--- config.mk ---
export PLATFORM = sky130hd
export DESIGN_NAME = fifo_wr_arbiter
export DESIGN_NICKNAME = d
export VERILOG_FILES = /design/src/rtl/fifo_wr_arb_pkg.sv /design/src/rtl/fifo_wr_arbiter_rr_pick.sv /design/src/rtl/fifo_wr_arbiter.sv
export SDC_FILE = /design/constraint.sdc
export NUM_CORES = 1
export LEC_CHECK = 0
export CORE_MARGIN = 2
export CORE_UTILIZATION = 27
export DETAILED_ROUTE_END_ITERATION = 12
export HOLD_SLACK_MARGIN = 0.08
export PLACE_DENSITY = 0.79
export SYNTH_ARGS = -nofsm -noshare
export SYNTH_HDL_FRONTEND = slang
export SYNTH_SLANG_ARGS = --single-unit
--- constraint.sdc ---
create_clock -name clk -period 2.17 [get_ports clk]
set_input_delay 0.434 -clock clk [delete_from_list [all_inputs] [get_ports clk]]
set_output_delay 0.434 -clock clk [all_outputs]
set_load 0.05 [all_outputs]
--- src/rtl/fifo_wr_arb_pkg.sv ---
// Shared types and helpers for the FIFO write arbiter.
package fifo_wr_arb_pkg;

   typedef enum logic {
      IDLE = 1'b0,
      HOLD = 1'b1
   } arb_state_t;

   // Modulo increment with an explicit wrap, so n need not be a power of two.
   function automatic int rr_next(input int idx, input int n);
      return (idx + 1 >= n) ? 0 : idx + 1;
   endfunction

endpackage

--- src/rtl/fifo_wr_arbiter_rr_pick.sv ---
// Combinational rotating-priority picker: first set bit of req at or above ptr, wrapping at N.
module rr_pick #(
   parameter int N  = 4,
   parameter int IW = $clog2(N)
) (
   input  logic [N-1:0]  req,
   input  logic [IW-1:0] ptr,
   output logic          found,
   output logic [IW-1:0] idx
);

   // NOTE: every output of a combinational block gets a default first so no latch is inferred.
   always_comb begin
      int pos;
      found = 1'b0;
      idx   = '0;
      // Walk from lowest priority down to ptr so the last hit is the winner.
      for (int k = N - 1; k >= 0; k--) begin
         pos = int'(ptr) + k;
         if (pos >= N) pos = pos - N;
         if (req[pos]) begin
            found = 1'b1;
            idx   = IW'(pos);
         end
      end
   end

endmodule

--- src/rtl/fifo_wr_arbiter.sv ---
// Round-robin arbiter sharing one FIFO write port among N_REQ producers.
// Optional burst hold is enabled by defining FIFO_WR_ARB_BURST_EN.
module fifo_wr_arbiter
   import fifo_wr_arb_pkg::*;
#(
   parameter int N_REQ     = 4,
   parameter int WIDTH     = 8,
   parameter int BURST_LEN = 4
) (
   input  logic                       clk,
   input  logic                       rst,
   input  logic [N_REQ-1:0]           req_valid,
   input  logic [N_REQ*WIDTH-1:0]     req_data,
   output logic [N_REQ-1:0]           req_ready,
   input  logic                       fifo_full,
   output logic                       fifo_w_en,
   output logic [WIDTH-1:0]           fifo_data_in,
   output logic                       grant_valid,
   output logic [$clog2(N_REQ)-1:0]   grant_id
);

   localparam int ID_W = $clog2(N_REQ);

   logic [ID_W-1:0]  rr_ptr;
   logic [ID_W-1:0]  rr_ptr_nxt;
   logic             pick_found;
   logic [ID_W-1:0]  pick_idx;
   logic             sel_valid;
   logic [ID_W-1:0]  sel_id;
   logic [WIDTH-1:0] req_slice [N_REQ];

   for (genvar g = 0; g < N_REQ; g++) begin : g_slice
      assign req_slice[g] = req_data[g*WIDTH +: WIDTH];
   end

   rr_pick #(
      .N  (N_REQ),
      .IW (ID_W)
   ) u_pick (
      .req   (req_valid),
      .ptr   (rr_ptr),
      .found (pick_found),
      .idx   (pick_idx)
   );

`ifdef FIFO_WR_ARB_BURST_EN
   localparam int CNT_W = $clog2(BURST_LEN + 1);

   arb_state_t       state;
   arb_state_t       state_nxt;
   logic [ID_W-1:0]  owner;
   logic [ID_W-1:0]  owner_nxt;
   logic [CNT_W-1:0] beat_cnt;
   logic [CNT_W-1:0] beat_cnt_nxt;

   // A HOLD owner that drops valid gets no grant; the release costs one bubble.
   always_comb begin
      if (state == HOLD) begin
         sel_valid = req_valid[owner];
         sel_id    = owner;
      end else begin
         sel_valid = pick_found;
         sel_id    = pick_idx;
      end
   end
`else
   always_comb begin
      sel_valid = pick_found;
      sel_id    = pick_idx;
   end
`endif

   // Outputs are forced to zero while rst is high, independent of the clock.
   always_comb begin
      grant_valid  = sel_valid & ~rst;
      grant_id     = grant_valid ? sel_id : '0;
      fifo_w_en    = grant_valid & ~fifo_full;
      fifo_data_in = grant_valid ? req_slice[grant_id] : '0;
      for (int i = 0; i < N_REQ; i++) begin
         req_ready[i] = fifo_w_en & (grant_id == ID_W'(i));
      end
   end

`ifdef FIFO_WR_ARB_BURST_EN
   always_comb begin
      state_nxt    = state;
      owner_nxt    = owner;
      beat_cnt_nxt = beat_cnt;
      rr_ptr_nxt   = rr_ptr;
      case (state)
         IDLE: begin
            if (fifo_w_en) begin
               if (BURST_LEN > 1) begin
                  state_nxt    = HOLD;
                  owner_nxt    = grant_id;
                  beat_cnt_nxt = CNT_W'(1);
               end else begin
                  rr_ptr_nxt = ID_W'(rr_next(int'(grant_id), N_REQ));
               end
            end
         end
         HOLD: begin
            // A full FIFO blocks fifo_w_en, so the count and ownership freeze.
            if (!req_valid[owner] ||
                (fifo_w_en && (int'(beat_cnt) + 1 == BURST_LEN))) begin
               state_nxt    = IDLE;
               beat_cnt_nxt = '0;
               rr_ptr_nxt   = ID_W'(rr_next(int'(owner), N_REQ));
            end else if (fifo_w_en) begin
               beat_cnt_nxt = beat_cnt + 1'b1;
            end
         end
         default: state_nxt = IDLE;
      endcase
   end

   // NOTE: sequential state uses non-blocking assignments so every register samples pre-edge values.
   always_ff @(posedge clk or posedge rst) begin
      if (rst) begin
         rr_ptr   <= '0;
         state    <= IDLE;
         owner    <= '0;
         beat_cnt <= '0;
      end else begin
         rr_ptr   <= rr_ptr_nxt;
         state    <= state_nxt;
         owner    <= owner_nxt;
         beat_cnt <= beat_cnt_nxt;
      end
   end
`else
   always_comb begin
      rr_ptr_nxt = rr_ptr;
      if (fifo_w_en) rr_ptr_nxt = ID_W'(rr_next(int'(grant_id), N_REQ));
   end

   // NOTE: sequential state uses non-blocking assignments so every register samples pre-edge values.
   always_ff @(posedge clk or posedge rst) begin
      if (rst) rr_ptr <= '0;
      else     rr_ptr <= rr_ptr_nxt;
   end
`endif

endmodule

==> flow_summary.toml, run 1 <==
[placement]
dp.cells = 157
io_buffers = 54
dpl_worst_slack_ps = -665
post-dp-hpwl_microns = 2360
gp_congestion = 0.751

[clocking]
cts_setup_buffers = 9
htree_num_levels = 1
clock_path_buffers = 2
clock_sinks = 2
cts_resized = 42
root_buffer = "clkbuf_4"
cts_made_buffers = 3
postCtsHoldBufs = 0

[synth]
ys_types = 20
synth_top_area_share_pct = 32.1
synthMuxAreaShare_pct = 36.6
synthSimpleGateAreaFrac_pct = 12.8
ys_ff_latch = 2
yosys.area_share.adder_pct = 10.0
synth.most_common_cell = "mux2i_1"
yosysSeqAreaShare_pct = 10.0
synthCells = 62
synth_nets = 105
synth-edff-count = 0
synth_commonest_cells = "16 x mux2i_1, 9 x o22ai_1, 6 x inv_1"
netlist_top_cells_area = "mux2i_1 32%, o22ai_1 11%, dfrtp_1 10%, ha_1 10%, and2_1 5.0%"
syn_area_sq_um = 499
synth_top_cell_by_area = "mux2i_1"
avgSynthCellArea_sq_um = 8.05
synth_compound_area_share_pct = 21.3
yosysWarningCount = 0
synthXorXnorAreaFrac_pct = 0
async_flop_share_pct = 100
synth_top_family_by_area = "multiplexers"
synth_flop_cell = "dfrtp_1"

[floorplan]
dieHeight_microns = 47
row_count = 15
io_pins = 55
initial_core_util_pct = 28.9
die_width_microns = 47

[run_status]
error_line = "[ERROR DPL-0038] Utilization greater than 100%, impossible to legalize"
status = "stopped before the end"
stop_stage = "4_1_cts"
-- cell families after synthesis --
| kind of cell | count (synthesis) |
|---|---|
| DFF | 2 |
| adders and majority gates | 4 |
| muxes | 18 |
| and+or+nand+nor | 13 |
| buffers and inverters | 10 |
| AOI/OAI and AO/OA | 15 |
-- stage by stage --
step	area [sq um]	hold slack, ps
after floorplan	796	183
after global placement	1590	586
after detailed placement	1590	627
==> inputs of run 2 (changes only) <==
--- a/config.mk
+++ b/config.mk
@@ -5,11 +5,10 @@
 export SDC_FILE = /design/constraint.sdc
 export NUM_CORES = 1
 export LEC_CHECK = 0
-export CORE_MARGIN = 2
-export CORE_UTILIZATION = 27
+export CORE_AREA = 2 2 63 65
 export DETAILED_ROUTE_END_ITERATION = 12
-export HOLD_SLACK_MARGIN = 0.08
-export PLACE_DENSITY = 0.79
+export DIE_AREA = 0 0 65 67
+export PLACE_DENSITY_LB_ADDON = 0.15
 export SYNTH_ARGS = -nofsm -noshare
 export SYNTH_HDL_FRONTEND = slang
 export SYNTH_SLANG_ARGS = --single-unit
==> flow_summary.toml, run 2 <==
[floorplan]
dieHeight_microns = 67
coreArea_sq_um = 3610
dieArea_sq_um = 4360
row_count = 22
io_pins = 55
initial_core_util_pct = 13.8
die_width_microns = 65

[pwr]
p_sw_w = 0.000689
totalPowerFinal_w = 0.00161
swShare_pct = 42.9
p_leak_nw = 0.718
p_clk_share_pct = 9.2
p_int_w = 0.000919
pwr-share-comb_pct = 85.9
power_frac_seq_pct = 5.0
irDropWorstVdd_uv = 334
powerDensity_nw_per_um2 = 876

[clocking]
postCtsHoldBufs = 0
clock_path_buffers = 2
clk_latency_ps = 210
clock_sinks = 2
root_buffer = "clkbuf_8"
clkTransAtPathRegs_ps = 30
cts_tree = "built"
htree_num_levels = 1
cts_made_buffers = 3

[timing]
slew_headroom_pct = 82.1
setup_tns_ps = -2820
skew_ps = 3.47
worst-slew-pin-transition_ps = 261
hold_viol = 0
fin_crit_sh_pct = 111
setup_slack_ps = -247
max_freq_mhz = 414
rsz0062_at_grt = "true"
setup_violations = 13
period_needed_ps = 2420
slew_viol_final = 0

[layout]
syn_to_final_growth_pct = 267
nets = 188
top_regs = "rr_ptr (2)"
fin_util_pct = 50.9
antenna_cells = 0
largest_register_ffs = 2
fillers = 335
top_register = "rr_ptr"
final_common_cell = "clkdlybuf4s50_1"
final_cell_mix = "33 x clkdlybuf4s50_1, 17 x buf_4, 12 x buf_6, 12 x buf_12"
drive_gt1_share_pct = 65.7
instances_no_fill = 191

[setup_path]
start_kind = "register"
r2r-start = "rr_ptr[1]$_DFFE_PP0P_"
crit_fanout = 8
rr_worst_depth = 8
critPathCaptureType = "output pin"
reg2reg_setup_slack_ps = 240
cp_data_arrival_time_ps = 1980
critPathKind = "register to output pin"
cp.required_ps = 1740
rr_endpoint = "rr_ptr[1]$_DFFE_PP0P_"

[drt]
num_vias = 800
drt_pass1_iterations = 3
first_iter_violations = 6
ant_nets = 0
remaining_drc_errors = 0
wl_per_cell_microns = 11.9
drt-vias-per-instance = 4.19
routed_wl_microns = 2270

[global_route]
grt_use_total_pct = 11.0
top_usage_layer = "met2"
grt_max_degree = 9
grt_pass1_wl_microns = 3670
use_met1_pct = 11.5
grtUsageMet2_pct = 20.2
grt_util_met3_pct = 3.04
grt-ovfl-total = 0
antenna_found_initial = 0
grt_pass1_vias = 853

[synth]
syn_area_sq_um = 499
synth_top_cell_by_area = "mux2i_1"
synth.most_common_cell = "mux2i_1"
async_flop_share_pct = 100
netlist_top_cells_area = "mux2i_1 32%, o22ai_1 11%, dfrtp_1 10%, ha_1 10%, and2_1 5.0%"
synth_flop_cell = "dfrtp_1"
synth-edff-count = 0
yosysSeqAreaShare_pct = 10.0
synth_nets = 105
synthCells = 62
ys_ff_latch = 2
yosysWarningCount = 0
avgSynthCellArea_sq_um = 8.05
ys_types = 20
synth_commonest_cells = "16 x mux2i_1, 9 x o22ai_1, 6 x inv_1"
synth_top_area_share_pct = 32.1

[run_status]
status = "finished with violations"
violations = "negative setup slack"

[placement]
dpl_worst_slack_ps = -625
dp.cells = 179
post-dp-hpwl_microns = 1870
io_buffers = 54
gp_congestion = 0.700

[run]
cap_violations = 0

[min_path]
hold_path_class = "input port to async pin"
-- run 2: cell counts after synthesis --
No cell type changed its count.
-- run 2: critical path, stage by stage (launching register included) --
cell and delay (ps):
dfrtp_1 410, a211o_1 340, a211oi_4 300, buf_12 210, mux2i_4 260, o22ai_4 90
buf_12 160
-- run 2: cell families (layout without fill, tap and decap cells) --
| group | after synthesis | count (layout) | share of synthesized area, % |
|---|---|---|---|
| multiplexers | 18 | 18 | 36.6 |
| AO/OA/AOI/OAI | 15 | 15 | 21.3 |
| AND/OR/NAND/NOR | 13 | 13 | 12.8 |
| buffers and inverters | 10 | 91 | 9.27 |
| adder cells (fa/ha/maj) | 4 | 4 | 10.0 |
| flip-flops | 2 | 2 | 10.0 |
-- run 2: how the worst max path moves through the flow --
stage               slack, ps              end  cells past startpoint                  start
finish                   -250  fifo_data_in[2]                      6  rr_ptr[1]$_DFFE_PP0P_
CTS                      -300  fifo_data_in[2]                      7  rr_ptr[0]$_DFFE_PP0P_
detailed placement       -630  fifo_data_in[1]                      8           req_valid[1]
global route             -310  fifo_data_in[2]                      6  rr_ptr[1]$_DFFE_PP0P_
floorplan                -140     req_ready[2]                      8           req_valid[0]
global placement         -620  fifo_data_in[1]                      8           req_valid[0]
-- run 2: timing repair --
| action | in CTS | in global routing |
|---|---|---|
| buffers inserted | 4 | 6 |
| pin swaps | 18 | 7 |
| resized for setup | 35 | 15 |
| endpoints found under the setup margin | 17 | 14 |
-- run 2: power groups by stage --
stage	registers [W]	logic, W	clock network (W)
3_5_place_dp	0.0000800	0.00119	0
5_1_grt	0.0000818	0.00146	0.000159
3_3_place_gp	0.0000790	0.00119	0
2_1_floorplan	0.0000775	0.000737	0
4_1_cts	0.0000785	0.00128	0.000152
6_report	0.0000798	0.00138	0.000147
-- run 2: metrics by stage --
step	hold WS, ps	cell area, sq um
after floorplan	183	796
after global placement	674	1600
after detailed placement	682	1600
after CTS	388	1750
after global routing	433	1830
final	406	1830
-- run 2: layer usage --
metal  up-vias  part of all wire (%)
met3         6                   9.7
met5         -                     0
met2        42                    53
met1       363                    35
met4         0                   2.4
li1        389                     -
-- run 2: cell type report --
cell class                      instances  area, sq um  area share [%]
Timing Repair Buffer                   81          907            49.5
Multi-Input combinational cell         50          743            40.5
Clock buffer                            3         41.3            2.25
Tap cell                               48         60.1            3.27
Sequential cell                         2         50.0            2.73
Inverter                                7         32.5            1.77
(Power assumes the default switching activity.)
